--- src/rtl/id_ex_if.sv ---
`default_nettype none
// ============================================================================
//  Module      : id_ex_if
//  Description : Bundle of decode-side inputs, writeback candidates used for
//                operand forwarding, and the EX-side outputs of id_ex_stage.
//                master : upstream pipeline / testbench (drives id_*, flush,
//                         mem_*, wb_*; observes stall and ex_*)
//                slave  : id_ex_stage
//  Revision    : 1.0  initial release
// ============================================================================
interface id_ex_if #(
    parameter int WIDTH = 32
);
    // Decode (ID) side
    logic             id_valid;
    logic [WIDTH-1:0] id_rs_val;
    logic [WIDTH-1:0] id_rt_val;
    logic [4:0]       id_rs;
    logic [4:0]       id_rt;
    logic [4:0]       id_rd;
    logic [WIDTH-1:0] id_imm;
    logic [4:0]       id_shamt;
    logic [5:0]       id_funct;
    logic [2:0]       id_alu_op;
    logic [6:0]       id_ctrl;      // {regWrite, memToReg, memRead, memWrite, branch, aluSrc, regDst}
    logic             flush;

    // Writeback candidates from EX/MEM and MEM/WB
    logic             mem_reg_write;
    logic [4:0]       mem_rd;
    logic [WIDTH-1:0] mem_result;
    logic             wb_reg_write;
    logic [4:0]       wb_rd;
    logic [WIDTH-1:0] wb_result;

    // EX side
    logic             stall;
    logic             ex_valid;
    logic [WIDTH-1:0] ex_in1;
    logic [WIDTH-1:0] ex_in2;
    logic [WIDTH-1:0] ex_store_data;
    logic [5:0]       ex_funct;
    logic [2:0]       ex_alu_op;
    logic [4:0]       ex_shamt;
    logic [4:0]       ex_dest;
    logic [6:0]       ex_ctrl;

    modport master (
        output id_valid, id_rs_val, id_rt_val, id_rs, id_rt, id_rd, id_imm,
               id_shamt, id_funct, id_alu_op, id_ctrl, flush,
               mem_reg_write, mem_rd, mem_result,
               wb_reg_write, wb_rd, wb_result,
        input  stall, ex_valid, ex_in1, ex_in2, ex_store_data,
               ex_funct, ex_alu_op, ex_shamt, ex_dest, ex_ctrl
    );

    modport slave (
        input  id_valid, id_rs_val, id_rt_val, id_rs, id_rt, id_rd, id_imm,
               id_shamt, id_funct, id_alu_op, id_ctrl, flush,
               mem_reg_write, mem_rd, mem_result,
               wb_reg_write, wb_rd, wb_result,
        output stall, ex_valid, ex_in1, ex_in2, ex_store_data,
               ex_funct, ex_alu_op, ex_shamt, ex_dest, ex_ctrl
    );
endinterface
`default_nettype wire

--- src/rtl/id_ex_stage.sv ---
`default_nettype none
// ============================================================================
//  Module      : id_ex_stage
//  Description : ID/EX pipeline register for the pipelined MIPS core.
//                Registers the decoded instruction, forwards the youngest
//                writeback value into the ALU operands, and detects load-use
//                hazards (stall + bubble insertion).
//  Ports       : clk  - rising-edge clock
//                rst  - synchronous active-high reset
//                bus  - id_ex_if.slave (decode inputs, flush, EX/MEM and
//                       MEM/WB writeback candidates, stall, ex_* outputs)
//  Revision    : 1.0  initial release
// ============================================================================
module id_ex_stage #(
    parameter int WIDTH = 32
) (
    input  wire logic clk,
    input  wire logic rst,
    id_ex_if.slave    bus
);

    // Control-bit positions within {regWrite, memToReg, memRead, memWrite,
    // branch, aluSrc, regDst}
    localparam int c_CTRL_MEMREAD = 4;
    localparam int c_CTRL_ALUSRC  = 1;
    localparam int c_CTRL_REGDST  = 0;

    // ------------------------------------------------------------------
    // Pipeline registers
    // ------------------------------------------------------------------
    logic             r_valid;
    logic [WIDTH-1:0] r_rs_val;
    logic [WIDTH-1:0] r_rt_val;
    logic [4:0]       r_rs;
    logic [4:0]       r_rt;
    logic [4:0]       r_rd;
    logic [WIDTH-1:0] r_imm;
    logic [4:0]       r_shamt;
    logic [5:0]       r_funct;
    logic [2:0]       r_alu_op;
    logic [6:0]       r_ctrl;

    logic [4:0]       w_dest;
    logic             w_stall;
    logic             w_bubble;
    logic [WIDTH-1:0] w_fwd_rs;
    logic [WIDTH-1:0] w_fwd_rt;

    // Destination of the instruction currently in EX. A bubble has
    // ctrl=0 and rt=0, so its destination is $0 and it never matches.
    assign w_dest = r_ctrl[c_CTRL_REGDST] ? r_rd : r_rt;

    // Load-use hazard: the load in EX cannot supply its data until it
    // reaches MEM/WB, so the dependent instruction in decode waits a cycle.
    assign w_stall = bus.id_valid & r_valid & r_ctrl[c_CTRL_MEMREAD]
                   & (w_dest != 5'd0)
                   & ((w_dest == bus.id_rs) | (w_dest == bus.id_rt));

    assign w_bubble = bus.flush | w_stall;

    always_ff @(posedge clk) begin
        if (rst) begin
            r_valid  <= 1'b0;
            r_rs_val <= '0;
            r_rt_val <= '0;
            r_rs     <= '0;
            r_rt     <= '0;
            r_rd     <= '0;
            r_imm    <= '0;
            r_shamt  <= '0;
            r_funct  <= '0;
            r_alu_op <= '0;
            r_ctrl   <= '0;
        end else if (w_bubble) begin
            // Fully cleared bubble: no write, no memory access, dest $0.
            r_valid  <= 1'b0;
            r_rs_val <= '0;
            r_rt_val <= '0;
            r_rs     <= '0;
            r_rt     <= '0;
            r_rd     <= '0;
            r_imm    <= '0;
            r_shamt  <= '0;
            r_funct  <= '0;
            r_alu_op <= '0;
            r_ctrl   <= '0;
        end else begin
            // id_valid=0 still loads the fields; consumers qualify on valid.
            r_valid  <= bus.id_valid;
            r_rs_val <= bus.id_rs_val;
            r_rt_val <= bus.id_rt_val;
            r_rs     <= bus.id_rs;
            r_rt     <= bus.id_rt;
            r_rd     <= bus.id_rd;
            r_imm    <= bus.id_imm;
            r_shamt  <= bus.id_shamt;
            r_funct  <= bus.id_funct;
            r_alu_op <= bus.id_alu_op;
            r_ctrl   <= bus.id_ctrl;
        end
    end

    // ------------------------------------------------------------------
    // Operand forwarding. EX/MEM is checked first because it holds the
    // younger result; $0 is hard-wired and never forwarded.
    // ------------------------------------------------------------------
    function automatic logic [WIDTH-1:0] f_forward(
        input logic [4:0]       src,
        input logic [WIDTH-1:0] reg_val,
        input logic             mem_we,
        input logic [4:0]       mem_rd,
        input logic [WIDTH-1:0] mem_res,
        input logic             wb_we,
        input logic [4:0]       wb_rd,
        input logic [WIDTH-1:0] wb_res
    );
        logic [WIDTH-1:0] val;
        val = reg_val;
        if (src != 5'd0) begin
            if (mem_we && (mem_rd == src)) begin
                val = mem_res;
            end else if (wb_we && (wb_rd == src)) begin
                val = wb_res;
            end
        end
        return val;
    endfunction

    always_comb begin
        w_fwd_rs = f_forward(r_rs, r_rs_val,
                             bus.mem_reg_write, bus.mem_rd, bus.mem_result,
                             bus.wb_reg_write, bus.wb_rd, bus.wb_result);
        w_fwd_rt = f_forward(r_rt, r_rt_val,
                             bus.mem_reg_write, bus.mem_rd, bus.mem_result,
                             bus.wb_reg_write, bus.wb_rd, bus.wb_result);
    end

    // ------------------------------------------------------------------
    // Outputs
    // ------------------------------------------------------------------
    assign bus.stall         = w_stall;
    assign bus.ex_valid      = r_valid;
    assign bus.ex_in1        = w_fwd_rs;
    assign bus.ex_in2        = r_ctrl[c_CTRL_ALUSRC] ? r_imm : w_fwd_rt;
    assign bus.ex_store_data = w_fwd_rt;
    assign bus.ex_funct      = r_funct;
    assign bus.ex_alu_op     = r_alu_op;
    assign bus.ex_shamt      = r_shamt;
    assign bus.ex_dest       = w_dest;
    assign bus.ex_ctrl       = r_ctrl;

endmodule
`default_nettype wire

--- src/flat_wrapper.sv ---
// flat-port wrapper written by rule: the top's interface ports become plain ports
module id_ex_stage_flat 
#(
    parameter int WIDTH = 32
)
  (clk, rst, bus_id_valid, bus_id_rs_val, bus_id_rt_val, bus_id_rs, bus_id_rt, bus_id_rd, bus_id_imm, bus_id_shamt, bus_id_funct, bus_id_alu_op, bus_id_ctrl, bus_flush, bus_mem_reg_write, bus_mem_rd, bus_mem_result, bus_wb_reg_write, bus_wb_rd, bus_wb_result, bus_stall, bus_ex_valid, bus_ex_in1, bus_ex_in2, bus_ex_store_data, bus_ex_funct, bus_ex_alu_op, bus_ex_shamt, bus_ex_dest, bus_ex_ctrl);
  id_ex_if #(.WIDTH(WIDTH)) bus_i ();
  input  wire logic clk;
  input  wire logic rst;
  input wire logic [$bits(bus_i.id_valid)-1:0] bus_id_valid;
  input wire logic [$bits(bus_i.id_rs_val)-1:0] bus_id_rs_val;
  input wire logic [$bits(bus_i.id_rt_val)-1:0] bus_id_rt_val;
  input wire logic [$bits(bus_i.id_rs)-1:0] bus_id_rs;
  input wire logic [$bits(bus_i.id_rt)-1:0] bus_id_rt;
  input wire logic [$bits(bus_i.id_rd)-1:0] bus_id_rd;
  input wire logic [$bits(bus_i.id_imm)-1:0] bus_id_imm;
  input wire logic [$bits(bus_i.id_shamt)-1:0] bus_id_shamt;
  input wire logic [$bits(bus_i.id_funct)-1:0] bus_id_funct;
  input wire logic [$bits(bus_i.id_alu_op)-1:0] bus_id_alu_op;
  input wire logic [$bits(bus_i.id_ctrl)-1:0] bus_id_ctrl;
  input wire logic [$bits(bus_i.flush)-1:0] bus_flush;
  input wire logic [$bits(bus_i.mem_reg_write)-1:0] bus_mem_reg_write;
  input wire logic [$bits(bus_i.mem_rd)-1:0] bus_mem_rd;
  input wire logic [$bits(bus_i.mem_result)-1:0] bus_mem_result;
  input wire logic [$bits(bus_i.wb_reg_write)-1:0] bus_wb_reg_write;
  input wire logic [$bits(bus_i.wb_rd)-1:0] bus_wb_rd;
  input wire logic [$bits(bus_i.wb_result)-1:0] bus_wb_result;
  output wire logic [$bits(bus_i.stall)-1:0] bus_stall;
  output wire logic [$bits(bus_i.ex_valid)-1:0] bus_ex_valid;
  output wire logic [$bits(bus_i.ex_in1)-1:0] bus_ex_in1;
  output wire logic [$bits(bus_i.ex_in2)-1:0] bus_ex_in2;
  output wire logic [$bits(bus_i.ex_store_data)-1:0] bus_ex_store_data;
  output wire logic [$bits(bus_i.ex_funct)-1:0] bus_ex_funct;
  output wire logic [$bits(bus_i.ex_alu_op)-1:0] bus_ex_alu_op;
  output wire logic [$bits(bus_i.ex_shamt)-1:0] bus_ex_shamt;
  output wire logic [$bits(bus_i.ex_dest)-1:0] bus_ex_dest;
  output wire logic [$bits(bus_i.ex_ctrl)-1:0] bus_ex_ctrl;
  assign bus_i.id_valid = bus_id_valid;
  assign bus_i.id_rs_val = bus_id_rs_val;
  assign bus_i.id_rt_val = bus_id_rt_val;
  assign bus_i.id_rs = bus_id_rs;
  assign bus_i.id_rt = bus_id_rt;
  assign bus_i.id_rd = bus_id_rd;
  assign bus_i.id_imm = bus_id_imm;
  assign bus_i.id_shamt = bus_id_shamt;
  assign bus_i.id_funct = bus_id_funct;
  assign bus_i.id_alu_op = bus_id_alu_op;
  assign bus_i.id_ctrl = bus_id_ctrl;
  assign bus_i.flush = bus_flush;
  assign bus_i.mem_reg_write = bus_mem_reg_write;
  assign bus_i.mem_rd = bus_mem_rd;
  assign bus_i.mem_result = bus_mem_result;
  assign bus_i.wb_reg_write = bus_wb_reg_write;
  assign bus_i.wb_rd = bus_wb_rd;
  assign bus_i.wb_result = bus_wb_result;
  assign bus_stall = bus_i.stall;
  assign bus_ex_valid = bus_i.ex_valid;
  assign bus_ex_in1 = bus_i.ex_in1;
  assign bus_ex_in2 = bus_i.ex_in2;
  assign bus_ex_store_data = bus_i.ex_store_data;
  assign bus_ex_funct = bus_i.ex_funct;
  assign bus_ex_alu_op = bus_i.ex_alu_op;
  assign bus_ex_shamt = bus_i.ex_shamt;
  assign bus_ex_dest = bus_i.ex_dest;
  assign bus_ex_ctrl = bus_i.ex_ctrl;
  id_ex_stage #(.WIDTH(WIDTH)) u_core (.clk(clk), .rst(rst), .bus(bus_i));
endmodule
--- config.mk ---
export PLATFORM = sky130hd
export DESIGN_NAME = id_ex_stage_flat
export DESIGN_NICKNAME = d
export VERILOG_FILES = /design/src/rtl/id_ex_if.sv /design/src/rtl/id_ex_stage.sv /design/src/flat_wrapper.sv
export SDC_FILE = /design/constraint.sdc
export NUM_CORES = 1
export LEC_CHECK = 0
export CAP_MARGIN = 20
export CORE_AREA = 3 3 172 90
export DETAILED_ROUTE_END_ITERATION = 12
export DIE_AREA = 0 0 175 93
export MAX_ROUTING_LAYER = met4
export PLACE_DENSITY = 0.91
export SLEW_MARGIN = 20
export SYNTH_ARGS = -nofsm -noshare
export SYNTH_HDL_FRONTEND = slang
export SYNTH_SLANG_ARGS = --single-unit
--- constraint.sdc ---
create_clock -name clk -period 4.1 [get_ports clk]
set_input_delay 0.41 -clock clk [delete_from_list [all_inputs] [get_ports clk]]
set_output_delay 0.41 -clock clk [all_outputs]
set_load 0.05 [all_outputs]
Word-level counts from Yosys, hierarchy flattened:

Cells that the tools add are included.

* reductions and logical operators: 8
* eq/ne operators: 6
* bitwise gates (word level): 6
* mux-type cells: 8

Operators with widths (number)
* $mux W32: 7
* $eq A5 B5 Y1: 6
* $reduce_bool A5 Y1: 3
* $mux W5: 1
* $and A1 B1 Y1: 4
* $logic_and A1 B1 Y1: 4
* $or A1 B1 Y1: 2
* $reduce_or A2 Y1: 1

* output and inout port bits: 124
* flip-flop bits (word level): 133

Depth between registers and ports, before layout:

Gate-level depths: netlist of run 1.

* depth after elaboration: 6
* mapped depth: 9
* mapped depth without buffers: 6

Least setup slack after synthesis of run 1:

OpenSTA, ideal clock, no wires.

* path type: register to output
* from: register u_core.r_rt[1]
* to: output port bus_ex_in2[0]
* cell stages (with the launch flop): 10
* data arrival time: 2.786 ns
* path slack: 0.904 ns
* required time: 3.690 ns
* cells stage by stage: dfxtp_1 buf_2 xor2_1 nor4_2 and3_1 buf_2 buf_2 a22oi_1 o2bb2ai_1 mux2_2

* longest elaborated chain between the ends: 6

RTL lines
* from (decl): RTL line id_ex_stage.sv:35 `logic [4:0] r_rt;`
* from (signal assigned): RTL line id_ex_stage.sv:93 `r_rt <= bus.id_rt;`
* $eq A5 B5 Y1: RTL line id_ex_stage.sv:122 `end else if (wb_we && (wb_rd == src)) begin`
* $logic_and A1 B1 Y1: RTL line id_ex_stage.sv:122
* $mux W32: RTL line id_ex_stage.sv:122
* $mux W32: RTL line id_ex_stage.sv:120 `if (mem_we && (mem_rd == src)) begin`
* $mux W32 (*): RTL line id_ex_stage.sv:119 `if (src != 5'd0) begin`
* named net bus_ex_store_data[0]: RTL line flat_wrapper.sv:32 `output wire logic [$bits(bus_i.ex_store_data)-1:0] bus_ex_store_data;`
* $mux W32 (*): RTL line id_ex_stage.sv:144 `assign bus.ex_in2 = r_ctrl[c_CTRL_ALUSRC] ? r_imm : w_fwd_rt;`
* to (decl): RTL line flat_wrapper.sv:31 `output wire logic [$bits(bus_i.ex_in2)-1:0] bus_ex_in2;`

Mark *: on every way through the listed nets, which the timed path passes. The rest lies on a longest branch.

Worst setup path after layout of run 1:

* from: register u_core.r_rt[1]
* to: output port bus_ex_in2[25]

* longest elaborated chain between the ends: 6

RTL lines (RTL line)
* $eq A5 B5 Y1: id_ex_stage.sv:122
* $logic_and A1 B1 Y1: id_ex_stage.sv:122
* $mux W32: id_ex_stage.sv:122
* $mux W32: id_ex_stage.sv:120
* $mux W32 (*): id_ex_stage.sv:119
* $mux W32 (*): id_ex_stage.sv:144

Every way passes the cells marked *; elsewhere a longest branch is shown, timed or not.

==> summary.md, run 1 <==
| Metric | Value |
|---|---|
| Status | `finished, final reports clean` |
| Clk root buf | `clkbuf_16` |
| Reg2Reg Depth | `7` |
| Setup TNS | `0 ps` |
| CTS resizes | `0` |
| Final period demand of the worst path | `3550 ps` |
| Clock sinks | `133` |
| Largest net degree at the start of global routing | `134` |
| Fmax | `282 MHz` |
| DRC | `0` |
| CP required | `3690 ps` |
| Chip Width | `175 µm` |
| Slew Viols, Final | `0` |
| Clock transition at path regs | `70 ps` |
| Most common cell on crit path | `buf_4` |
| GRT Residual Overflow | `0` |
| Syn nets | `924` |
| Worst-Margin Slew | `1040 ps` |
| Final core utilization | `0.691` |
| Final Hold Viols | `0` |
| Placed cell count | `1193` |
| Cell Area, Placed | `9220 µm²` |
| Setup violators final | `0` |
| Worst-path fanout max | `21` |
| Hold EP | `u_core.r_imm[22]` |
| Critical path class | `reg -> out` |
| Vert. Die Dim | `93 µm` |
| WL/cell | `18.3 µm` |
| Layout cells sized above 1 | `0.175` |
| Nets@finish | `1226` |
| Hold Path Class | `in -> reg` |
| Final antenna-violating net count | `0` |
| R2r startpoint | `u_core.bus.ex_ctrl[0]` |
| Library cells used by synthesis | `30` |
| R2R setup slack | `1510 ps` |
| Pwr dens | `372 nW/µm²` |
| Number of synthesized flops with an enable pin | `0` |
| Crit path cell chain | `xor2_1, nor4_2, and3_1, buf_4, a22oi_1, o2bb2ai_1, mux2_2, buf_4` |
| Max incr delay on CP | `570 ps` |
| Slowest stage cell, crit path | `dfxtp_1` |
| Initial core utilization | `0.415` |
| WP data arrival | `3140 ps` |
| Max-Cap Viols | `0` |
| Buffers added on ports | `335` |
| CTS tree | `yes` |
| Via Count | `6319` |
| Non-Filler Instances | `1225` |
| Die area | `16300 µm²` |
| Syn_area_per_cell | `8.27 µm²` |
| All-layer global routing usage | `0.271` |
| Static leakage | `4.10 nW` |
| RR Endpoint | `u_core.r_rs_val[0]` |
| CTS H-Tree Depth | `4` |
| Post-Layout Inst Area | `9810 µm²` |
| Critical Path Source | `u_core.r_rt[1]` |
| Cell Area, Synth | `5890 µm²` |
| Drt via density | `5.16` |
| Worst vdd ir | `0.000279 V` |
| Hold_buf cts | `0` |
| Clock Latency Late Sink | `400 ps` |
| Hold path depth | `3` |
| Detailed Route WL | `22500 µm` |
| Initial DRC Count | `441` |
| Async set or reset register ratio after synthesis | `0` |
| Cell count after synthesis | `712` |
| Final period util | `0.865` |
| Hold Crit Start | `bus_id_imm[22]` |
| Worst slew margin | `0.306` |
| Seq cells post-synth | `133` |
| Antenna violations before repair | `0` |
| Post-CTS setup buffer count | `0` |
| Crit. End Element | `output port` |
| Layout area overhead | `66.7%` |
| TritonCTS buffer count | `17` |
| Antenna diodes | `0` |
| Most frequent cells in the layout | `clkdlybuf4s50_1 (239), nand2_1 (155), dfxtp_1 (132)` |
| Vias in the first global route | `6276` |
| Most common cell after layout, fill and taps aside | `clkdlybuf4s50_1` |
| Core footprint | `14200 µm²` |
| Unrepaired setup endpoints after global routing | `no` |
| Routability Congestion | `0.950` |
| First-pass GRT wire length | `33600 µm` |
| Synth warn | `0` |
| Top FF cell, synth | `dfxtp_1` |
| Startpoint types | `flip-flop` |
| Dpl hpwl | `16200 µm` |
| Rows | `31` |
| I/O pin cnt | `336` |
| Register area share after synthesis | `0.452` |
| Setup Skew | `14.1 ps` |
| Pre-antenna DRT Iters | `5` |
| CTS max path bufs | `2` |
[metrics by stage]
| step | hold WS (ps) | total power [W] | setup slack (ps) |
|---|---|---|---|
| after global routing | 511 | 0.00378 | 381 |
| final | 523 | 0.00365 | 554 |
| after detailed placement | 936 | 0.00217 | 617 |
| after floorplan | 524 | 0.00178 | 904 |
| after CTS | 512 | 0.00367 | 514 |
| after global placement | 935 | 0.00216 | 712 |
[cells in the mapped netlist (all sizes together), types with 5 or more instances]
library cell	number	area, µm²
a22oi	64	480
nor2	126	473
nor3b	11	82.6
nand2	155	582
xor2	16	140
clkbuf	37	139
o21ai	32	160
xnor2	14	123
o2bb2ai	30	263
dfxtp	133	2660
mux2	32	360
inv	9	33.8
buf	24	163
mux2i	5	50.1
[where the power goes]
group	switching [W]	internal (W)
logic	0.000426	0.000350
registers	0.0000264	0.00134
clock network	0.000589	0.000918
total	0.00104	0.00261
[layout make-up]
type / count / area, µm²
clock inverters: 14 / 149
well taps: 198 / 248
flip-flops and latches: 133 / 2660
inverters: 9 / 33.8
multi-input cells: 509 / 2950
repair buffers: 344 / 3330
clock buffers: 18 / 439
fillers: 1135 / 4380
[metal layers]
layer	vias to the layer above	track usage	wire (µm)
met4	0	0.0869	522
met1	2922	0.327	8980
met2	335	0.438	10700
met3	45	0.0839	2220
met5	-	-	0
li1	3017	-	-
[cells by family after synthesis]
family,Yosys count,share of synthesized area
AOI/OAI and AO/OA,134,0.166
buffers and inverters,70,0.0570
and+or+nand+nor,308,0.211
xor gates and xnor gates,30,0.0446
muxes,37,0.0697
DFF,133,0.452
[worst max path at each step]
stage | depth (start not counted) | slack (ps) | endpoint
floorplan | 9 | 900 | bus_ex_in2[0]
global placement | 9 | 710 | bus_ex_in2[25]
detailed placement | 9 | 620 | bus_ex_in1[23]
CTS | 8 | 510 | bus_ex_in2[25]
global route | 8 | 380 | bus_ex_in2[25]
finish | 8 | 550 | bus_ex_in2[25]
[registers in the layout, indices dropped and copies added, names as in the netlist]
register,flops
u_core.r_imm,32
u_core.r_rs_val,32
u_core.r_rt_val,32
u_core.bus.ex_ctrl,7
u_core.bus.ex_funct,6
u_core.bus.ex_shamt,5
u_core.r_rd,5
u_core.r_rs,5
u_core.r_rt,5
u_core.bus.ex_alu_op,3
u_core.bus.ex_valid,1
[worst max-delay path, delay by kind of cell, from the launching register on]
family,cells,cell delay [ps]
flops,1,570
simple gates,2,750
xor+xnor,1,140
mux,1,240
compound gates,2,530
buf+inv,2,500
Note: power is estimated with default switching activity, not from simulation.
==> run 2: changes to the inputs <==
--- a/config.mk
+++ b/config.mk
@@ -11,6 +11,7 @@
 export DIE_AREA = 0 0 175 93
 export MAX_ROUTING_LAYER = met4
 export PLACE_DENSITY = 0.91
+export REMOVE_ABC_BUFFERS = 1
 export SLEW_MARGIN = 20
 export SYNTH_ARGS = -nofsm -noshare
 export SYNTH_HDL_FRONTEND = slang
==> run 2 against run 1 <==
Combinational power rose by 5.3%. Die area did not move. Critical path depth did not move. Cell area rose by 3.9%. Global-route usage rose by 1.9 points. Count of clock-buffer cells in the layout rose by 1. Non-clock buffer count rose by 2. Final cell count rose by 0.16%. First-iteration DRC count rose by 7.9%. Register-to-register slack got worse by 110 ps.
==> summary.md, run 2 (synthesis gave the netlist of run 1 again) <==
| Metric | Value |
|---|---|
| Status | `finished, final reports clean` |
| Clk root buf | `clkbuf_16` |
| Rows | `31` |
| Multi-input gate area | `2960 µm²` |
| Antenna violations before repair | `0` |
| Initial core utilization | `0.415` |
| WP data arrival | `3190 ps` |
| Most common cell after layout, fill and taps aside | `clkdlybuf4s50_1` |
| Critical path class | `reg -> out` |
| Via Count | `6336` |
| Worst vdd ir | `0.000225 V` |
| Largest net degree at the start of global routing | `134` |
| Dpl hpwl | `17100 µm` |
| Startpoint types | `flip-flop` |
| Logic pwr share | `0.212` |
| Clock transition at path regs | `60 ps` |
| Setup Skew | `9.47 ps` |
| Final period demand of the worst path | `3600 ps` |
| Worst-Margin Slew | `1120 ps` |
| Psw | `0.00105 W` |
| Chip Width | `175 µm` |
| Hold Slack | `526 ps` |
| Setup violators final | `0` |
| Flop pwr share | `0.356` |
| Clock sinks | `133` |
| Crit. End Element | `output port` |
| Die area | `16300 µm²` |
| I/O pin cnt | `336` |
| Vert. Die Dim | `93 µm` |
| Buffers added on ports | `335` |
| Vias in the first global route | `6392` |
| Post-CTS setup buffer count | `0` |
| Fill cells | `1086` |
| CTS max path bufs | `2` |
| Fmax | `278 MHz` |
| Biggest regs | `u_core.r_imm: 32 flops, u_core.r_rs_val: 32 flops, u_core.r_rt_val: 32 flops` |
| All-layer global routing usage | `0.290` |
| Layout cells sized above 1 | `0.176` |
| Drt via density | `5.16` |
| Final period util | `0.878` |
| DRC | `0` |
| Most frequent cells in the layout | `clkdlybuf4s50_1 (239), nand2_1 (155), dfxtp_1 (132)` |
| Pint | `0.00280 W` |
| Core footprint | `14200 µm²` |
| Slew Viols, Final | `0` |
| TritonCTS buffer count | `17` |
| Pwr Total | `0.00385 W` |
| Hold Path Class | `in -> reg` |
| Final antenna-violating net count | `0` |
| Switching Share | `0.272` |
| Worst-path fanout max | `33` |
| Routability Congestion | `0.912` |
| Register area | `2660 µm²` |
| Initial DRC Count | `476` |
| Hold_buf cts | `0` |
| WL/cell | `19.4 µm` |
| GRT Residual Overflow | `0` |
| Pwr dens | `378 nW/µm²` |
| Static leakage | `4.20 nW` |
| Pre-antenna DRT Iters | `5` |
| CTS resizes | `0` |
| CTS tree | `yes` |
| First-pass GRT wire length | `35700 µm` |
| Power share of the clock group | `0.432` |
| Clock Latency Late Sink | `400 ps` |
| Nets@finish | `1228` |
| Unrepaired setup endpoints after global routing | `no` |
| Max-Cap Viols | `0` |
| CP required | `3690 ps` |
| Layout area overhead | `73.2%` |
| CTS H-Tree Depth | `4` |
| Detailed Route WL | `23800 µm` |
| Final Hold Viols | `0` |
| Setup TNS | `0 ps` |
| Worst slew margin | `0.252` |
==> run 2: cell types whose count changed in the layout (fill, tap and decap cells not counted), moves of 3 or more <==
cell	change
buf_12	+24
buf_4	-22
inv_6	-3
bufinv_16	+3
==> run 2: stage by stage <==
step	util	cell area [µm²]	instances	setup slack, ps
floorplan	-	5590	651	-1050
global placement	0.673	9550	1195	666
detailed placement	0.673	9550	1195	608
CTS	0.718	10200	1226	557
global route	0.718	10200	1226	350
finish	0.718	10200	1227	502
==> run 2: worst paths after layout <==
| check | startpoint | end | slack, ps | cells after the start |
|---|---|---|---|---|
| max | u_core.r_rt[1] | bus_ex_in2[30] | 500 | 8 |
| max reg2reg | u_core.bus.ex_ctrl[0] | u_core.r_imm[11] | 1400 | 7 |
| min | bus_id_rt_val[21] | u_core.r_rt_val[21] | 530 | 3 |
| min reg2reg | u_core.bus.ex_ctrl[4] | u_core.r_rd[2] | 930 | 4 |
==> run 2: final cells by class <==
type,instances,area share
timing repair buffer,346,0.358
clock buffer,19,0.0425
multi-input combinational,509,0.291
antenna,1,0.000245
clock inverter,12,0.0200
tap,198,0.0243
sequential,133,0.261
inverter,9,0.00331
==> run 2: critical path, cell delays in order, from the launching register on <==
cell	delay (ps)
dfxtp_1	540
xor2_1	130
nor4_2	470
and3_2	310
buf_4	420
a22oi_1	160
o2bb2ai_1	320
mux2_2	220
buf_4	190
==> run 2: routing by layer <==
metal,global-route usage,part of all wire
met1,0.353,0.42
met3,0.0916,0.080
met4,0.0683,0.012
met5,-,0
met2,0.476,0.48
==> run 2: power by group through the flow <==
stage                     clock [W]  combinational [W]  sequential [W]
after floorplan                   0           0.000352         0.00142
after global placement            0           0.000802         0.00139
after detailed placement          0           0.000813         0.00140
after CTS                   0.00168           0.000818         0.00137
after global routing        0.00175           0.000858         0.00137
final                       0.00166           0.000818         0.00137
